## src/rtl/uart_rx_framer_if.sv

```systemverilog
// rtl/uart_rx_framer_if.sv - received-byte strobe bundle between the rx framer and its consumer
interface uart_rx_framer_if;
  logic [7:0] rx_byte;
  logic       rx_valid;
  logic       rx_frame_err;
  logic       rx_busy;

  modport master (
    output rx_byte,
    output rx_valid,
    output rx_frame_err,
    output rx_busy
  );

  modport slave (
    input rx_byte,
    input rx_valid,
    input rx_frame_err,
    input rx_busy
  );
endinterface

```

## src/rtl/uart_rx_framer.sv

```systemverilog
// rtl/uart_rx_framer.sv - 8N1 UART receiver with mid-bit sampling and framing-error lockout
module uart_rx_framer #(
  parameter int CLKS_PER_BIT = 100
) (
  input  logic             clk_50M,
  input  logic             reset,
  input  logic             uart_rx_pin,
  uart_rx_framer_if.master rx
);

  localparam logic [2:0] IDLE      = 3'd0;
  localparam logic [2:0] START     = 3'd1;
  localparam logic [2:0] DATA      = 3'd2;
  localparam logic [2:0] STOP      = 3'd3;
  localparam logic [2:0] WAIT_HIGH = 3'd4;

  localparam logic [15:0] HALF_M1 = 16'(CLKS_PER_BIT / 2 - 1);
  localparam logic [15:0] FULL_M1 = 16'(CLKS_PER_BIT - 1);

  logic        rx_meta;
  logic        rx_s;
  logic [2:0]  state;
  logic [15:0] cnt;
  logic [2:0]  bit_idx;
  logic [7:0]  shift;

  always_ff @(posedge clk_50M) begin
    if (reset) begin
      rx_meta <= 1'b1;
      rx_s    <= 1'b1;
    end else begin
      rx_meta <= uart_rx_pin;
      rx_s    <= rx_meta;
    end
  end

  always_ff @(posedge clk_50M) begin
    if (reset) begin
      state           <= IDLE;
      cnt             <= '0;
      bit_idx         <= '0;
      shift           <= '0;
      rx.rx_byte      <= '0;
      rx.rx_valid     <= 1'b0;
      rx.rx_frame_err <= 1'b0;
      rx.rx_busy      <= 1'b0;
    end else begin
      rx.rx_valid     <= 1'b0;
      rx.rx_frame_err <= 1'b0;
      case (state)
        IDLE: begin
          cnt <= '0;
          if (!rx_s) begin
            state      <= START;
            rx.rx_busy <= 1'b1;
          end
        end
        START: begin
          if (cnt == HALF_M1) begin
            cnt     <= '0;
            bit_idx <= '0;
            if (!rx_s) begin
              state <= DATA;
            end else begin
              // Start bit gone by its centre: treat as line noise.
              state      <= IDLE;
              rx.rx_busy <= 1'b0;
            end
          end else begin
            cnt <= cnt + 16'd1;
          end
        end
        DATA: begin
          if (cnt == FULL_M1) begin
            cnt            <= '0;
            shift[bit_idx] <= rx_s;
            bit_idx        <= bit_idx + 3'd1;
            if (bit_idx == 3'd7) begin
              state <= STOP;
            end
          end else begin
            cnt <= cnt + 16'd1;
          end
        end
        STOP: begin
          if (cnt == FULL_M1) begin
            cnt <= '0;
            // Leave at the stop-bit centre so a start bit half a bit later is caught.
            if (rx_s) begin
              rx.rx_byte  <= shift;
              rx.rx_valid <= 1'b1;
              rx.rx_busy  <= 1'b0;
              state       <= IDLE;
            end else begin
              rx.rx_frame_err <= 1'b1;
              state           <= WAIT_HIGH;
            end
          end else begin
            cnt <= cnt + 16'd1;
          end
        end
        WAIT_HIGH: begin
          cnt <= '0;
          if (rx_s) begin
            state      <= IDLE;
            rx.rx_busy <= 1'b0;
          end
        end
        default: begin
          state      <= IDLE;
          cnt        <= '0;
          rx.rx_busy <= 1'b0;
        end
      endcase
    end
  end

endmodule

```

## src/flat_wrapper.sv

```systemverilog
// flat-port wrapper written by rule: the top's interface ports become plain ports
module uart_rx_framer_flat 
#(
  parameter int CLKS_PER_BIT = 100
)
  (clk_50M, reset, uart_rx_pin, rx_rx_byte, rx_rx_valid, rx_rx_frame_err, rx_rx_busy);
  uart_rx_framer_if rx_i ();
  input  logic clk_50M;
  input  logic reset;
  input  logic uart_rx_pin;
  output wire logic [$bits(rx_i.rx_byte)-1:0] rx_rx_byte;
  output wire logic [$bits(rx_i.rx_valid)-1:0] rx_rx_valid;
  output wire logic [$bits(rx_i.rx_frame_err)-1:0] rx_rx_frame_err;
  output wire logic [$bits(rx_i.rx_busy)-1:0] rx_rx_busy;
  assign rx_rx_byte = rx_i.rx_byte;
  assign rx_rx_valid = rx_i.rx_valid;
  assign rx_rx_frame_err = rx_i.rx_frame_err;
  assign rx_rx_busy = rx_i.rx_busy;
  uart_rx_framer #(.CLKS_PER_BIT(CLKS_PER_BIT)) u_core (.clk_50M(clk_50M), .reset(reset), .uart_rx_pin(uart_rx_pin), .rx(rx_i));
endmodule
```

## config.mk

```make
export PLATFORM = sky130hd
export DESIGN_NAME = uart_rx_framer_flat
export DESIGN_NICKNAME = d
export VERILOG_FILES = /design/src/rtl/uart_rx_framer_if.sv /design/src/rtl/uart_rx_framer.sv /design/src/flat_wrapper.sv
export SDC_FILE = /design/constraint.sdc
export NUM_CORES = 1
export LEC_CHECK = 0
export ABC_AREA = 1
export CORE_MARGIN = 4
export CORE_UTILIZATION = 58
export CTS_CLUSTER_DIAMETER = 200
export DETAILED_ROUTE_END_ITERATION = 10
export PLACE_DENSITY = 0.79
export REMOVE_ABC_BUFFERS = 1
export SYNTH_ARGS = -nofsm -noshare
export SYNTH_HDL_FRONTEND = slang
export SYNTH_SLANG_ARGS = --single-unit
```

## constraint.sdc

```tcl
create_clock -name clk_50M -period 2.2 [get_ports clk_50M]
set_input_delay 0.66 -clock clk_50M [delete_from_list [all_inputs] [get_ports clk_50M]]
set_output_delay 0.66 -clock clk_50M [all_outputs]
set_load 0.02 [all_outputs]
```

== Word level (Yosys, flattened, before mapping) ==
Cells that the tools add are included.

* Register bits: 43
* Input port bits: 3
* Output and inout bits: 11
* Logic and storage cells: 65

* Add/sub/neg operators: 2
* Order comparisons: 2
* Equality and inequality tests: 13
* Multiplexer cells: 25
* Bitwise operators: 3
* Reductions and logical operators: 10

{| class="wikitable"
|+ Operators by type and width
! operator !! count
|-
| $mux 16 || 2
|-
| $pmux 16 s2 || 1
|-
| $mux 3 || 9
|-
| $add 16x1->16 const B || 1
|-
| $eq 16x6->1 const B || 1
|-
| $eq 16x7->1 const B || 1
|-
| $pmux 3 s5 || 1
|-
| $ne 2x1->1 const B || 5
|-
| $bwmux 8 || 1
|-
| $mux 1 || 7
|-
| $eq 3x2->1 const B || 2
|-
| $eq 3x3->1 const B || 2
|-
| $pmux 3 s2 || 1
|-
| $reduce_and 3->1 || 2
|-
| $reduce_and 6->1 || 1
|-
| $pmux 1 s5 || 1
|-
| $lt 3x4->1 const B || 1
|-
| $reduce_and 4->1 || 1
|-
| $add 3x1->3 const B || 1
|-
| $demux 1 s3 || 1
|-
| $eq 3x1->1 const B || 1
|-
| $ge 3x1->1 const B || 1
|-
| $logic_not 3->1 || 1
|-
| $not 1->1 || 3
|-
| 7 further kinds || 7
|}

== Longest topological paths before layout ==
* Word-level depth: 5
* Gate-level depth with buffers: 13
* Depth with buffers taken out: 12

== Worst setup path before layout ==
OpenSTA, ideal clock, no wires.

* Path kind: flip-flop to flip-flop
* Start point: reg u_core.cnt[0]
* End point: reg u_core.cnt[9]
* Setup time: 0.117 ns
* Arrival time: 1.463 ns
* Data required time: 2.083 ns
* Slack: 0.620 ns
* Cell stages (with the launch flop): 14
* Path buffers: 1
* Clock period less this slack: 1.580 ns
* Cells stage by stage: dfxtp_1 > ha_1 > inv_1 > nor2_1 > nand2_2 > nor2_4 > nand2_4 > nand2_2 > nand2_4 > inv_2 > nand2_2 > nand2_4 > buf_6 > nor2_2

* Longest elaborated chain between the ends: 3
* Elaborated cells on any way between the ends: 6
* Those cells by class: 1 x add/sub; 2 x eq/ne; 3 x mux

{| class="wikitable"
|+ RTL lines
! item !! RTL line !! source
|-
| start: declaration || uart_rx_framer.sv:23 || <nowiki>logic [15:0] cnt;</nowiki>
|-
| start signal: assignment || uart_rx_framer.sv:70 || <nowiki>cnt <= cnt + 16'd1;</nowiki>
|-
| start signal: assignment || uart_rx_framer.sv:82 || <nowiki>cnt <= cnt + 16'd1;</nowiki>
|-
| start signal: assignment || uart_rx_framer.sv:99 || <nowiki>cnt <= cnt + 16'd1;</nowiki>
|-
| $add 16x1->16, or another cell as far along || uart_rx_framer.sv:70, uart_rx_framer.sv:82, uart_rx_framer.sv:99 ||
|-
| $mux 16, on equally long branches || uart_rx_framer.sv:74, uart_rx_framer.sv:86, uart_rx_framer.sv:59 ||
|-
| $pmux 16 s2 (*) || uart_rx_framer.sv:50 || <nowiki>case (state)</nowiki>
|}

Every way passes the cells marked *; elsewhere a longest branch is shown, timed or not.
A chain may end at the register's enable or synchronous reset.

== Worst setup path in the final report ==
* Start point: reg u_core.rx.rx_byte[0]
* End point: out rx_rx_byte[0]

{| class="wikitable"
|+ RTL lines
! item !! RTL line !! source
|-
| start: declaration || uart_rx_framer_if.sv:9 || <nowiki>output rx_byte,</nowiki>
|-
| start signal: assignment || uart_rx_framer.sv:90 || <nowiki>rx.rx_byte <= shift;</nowiki>
|-
| end: declaration || flat_wrapper.sv:11 || <nowiki>output wire logic [$bits(rx_i.rx_byte)-1:0] rx_rx_byte;</nowiki>
|}

No word-level cell between the ends.

==> flow_summary.json <==
{
  "synth_most_common_cell": "nand2_1",
  "vias_per_cell": 5.06,
  "drt-initial-drc-count": 114,
  "holdPathStages": 1,
  "clock_latency_ns": 0.35,
  "fin_worst_skew_ns": 0.0124,
  "routed_wirelength_mm": 3.89,
  "dp_hpwl_mm": 2.86,
  "synth_commonest_cells": "44 x nand2_1, 43 x dfxtp_1, 40 x nor2_1",
  "cp_cell_sequence": "clkdlybuf4s50_1",
  "setup_viol": 0,
  "start_util": 0.608,
  "startpoint": "u_core.rx.rx_byte[0]",
  "worstHoldStart": "u_core.rx_meta",
  "finalSetupTns_ns": 0,
  "syn_inst": 276,
  "max_cap_violations": 0,
  "slew_headroom": 0.649,
  "placed_cell_area_mm2": 0.00223,
  "ff2ff_path_depth": 12,
  "max_stage_delay_ns": 0.61,
  "cts_buffers": 5,
  "powerDensity_mw_per_mm2": 865,
  "cts_sinks": 43,
  "num_vias": 1732,
  "yosysUniqueCellTypes": 27,
  "wl_per_cell_um": 11.4,
  "crit_fanout": 2,
  "crit_arrival_ns": 1.31,
  "path_buf_inv": 1,
  "finalHoldViolations": 0,
  "fp-row-count": 21,
  "h-tree-depth": 2,
  "status": "finished clean",
  "clockBufferDepth": 2,
  "path_delay_family": "buffers and inverters",
  "drc": 0,
  "yosys_warnings": 0,
  "finalInstanceArea_mm2": 0.00229,
  "gr-total-overflow": 0,
  "period_needed_ns": 1.97,
  "ys_seq_area_frac": 0.421,
  "place_inst": 334,
  "ys.flop_type": "dfxtp_1",
  "maxSlewViolCount": 0,
  "area_growth_pct": 11.8,
  "insertedDiodeCount": 0,
  "syn_avg_cell_area_um2": 7.41,
  "post-route-util": 0.680,
  "timing.rr.start": "u_core.cnt[0]",
  "layout.cells.non_filler": 342,
  "port-buffer-count": 13,
  "cp-end-kind": "primary output",
  "cts_tree": "built",
  "rsz0062_at_grt": "no",
  "synthArstFlopShare": 0,
  "p_total_w": 0.00198,
  "fin_crit_sh": 0.896,
  "dr.pass1.iters": 4,
  "critical_path_class": "reg2out",
  "layout.nets": 302,
  "fmaxAchievable_mhz": 507,
  "synth_area_leaders": "dfxtp_1 42%, nand2_1 8.1%, nor2_1 7.3%",
  "slowest_stage": "clkdlybuf4s50_1",
  "drive_gt1_frac": 0.139,
  "ys_ff_latch": 43,
  "die_y_um": 67.4,
  "grt_first_pass_wirelength_mm": 6.64,
  "synth_top_area_cell": "dfxtp_1",
  "coreArea_mm2": 0.00336,
  "cp.depth": 1,
  "synth_edf_count": 0,
  "die_x_um": 67.4,
  "cts_root_buffer": "clkbuf_4",
  "synth_top_cell_area_share": 0.421,
  "tightest_slew_ns": 0.524,
  "cts_hold_buf": 0,
  "first_global_vias": 1506,
  "cts_setup_buffers": 0,
  "ant_nets": 0,
  "hp-class": "reg2reg",
  "gp_congestion": 0.821,
  "clk_pin_slew_ns": 0.12,
  "syn_area_mm2": 0.00204,
  "irDropWorstVdd_v": 0.000402,
  "required_ns": 1.54,
  "antenna_found_initial": 0,
  "grt_start_max_net_pins": 18,
  "setup.worst_path.start_class": "flop",
  "cts_resized": 0,
  "ioPinCount": 14,
  "grt_use_total": 0.194,
  "p_leak_nw": 0.894,
  "dieArea_mm2": 0.00454
}
[cells by family after synthesis]
| logic type | share of synthesized area |
|---|---|
| flops | 0.421 |
| fa+ha+maj | 0.0245 |
| xor+xnor | 0.0386 |
| buf+inv | 0.0753 |
| compound gates | 0.106 |
| simple gates | 0.334 |
[where the power goes]
part	total [W]	internal, W	leakage [nW]	switching [W]
clock	0.000369	0.000124	0.0282	0.000245
combinational	0.000695	0.000236	0.517	0.000459
sequential	0.000915	0.000842	0.348	0.0000733
[sequential cells by signal (all words and copies together) (netlist names)]
name	count
u_core.rx_s	1
u_core.state	3
u_core.cnt	16
u_core.rx.rx_busy	1
u_core.rx.rx_frame_err	1
u_core.rx.rx_valid	1
u_core.bit_idx	3
u_core.rx_meta	1
u_core.shift	8
u_core.rx.rx_byte	8
[per-stage QoR]
stage	setup WS [ns]	hold slack (ns)
6_report	0.228	0.428
3_5_place_dp	0.222	0.399
4_1_cts	0.215	0.430
3_3_place_gp	0.289	0.390
2_1_floorplan	0.660	0.389
5_1_grt	0.171	0.438
[path summary, 6_finish.rpt]
kind	endpoint	slack [ns]
setup / recovery	rx_rx_byte[0]	0.23
setup reg to reg	u_core.cnt[14]	0.42
hold / removal	u_core.rx_s	0.43
hold reg to reg	u_core.rx_s	0.43
[placed cells by master (no fill, tap or decap), drive strengths merged, types with 6 or more instances in the layout]
master,n
nor2,55
xor2,7
clkbuf,6
clkdlybuf4s50,13
o21ai,17
nand2,52
nand3,12
dfxtp,43
nor3,12
a21oi,19
inv,35
[layout make-up]
type,count,area [µm²]
fill,325,1080
sequential,43,861
clock buffer,6,41.3
inverter,35,131
clock inverter,2,12.5
tap,46,57.6
timing repair buffer,16,153
multi-input combinational,194,1030
[per-layer routing]
metal / vias to the layer above / track usage / share of wire
li1: 919 / - / -
met1: 782 / 0.275 / 0.52
met2: 26 / 0.285 / 0.42
met3: 5 / 0.0449 / 0.037
met4: 0 / 0.0759 / 0.016
met5: - / 0 / 0
No activity file was read; power rests on OpenSTA's default activity.
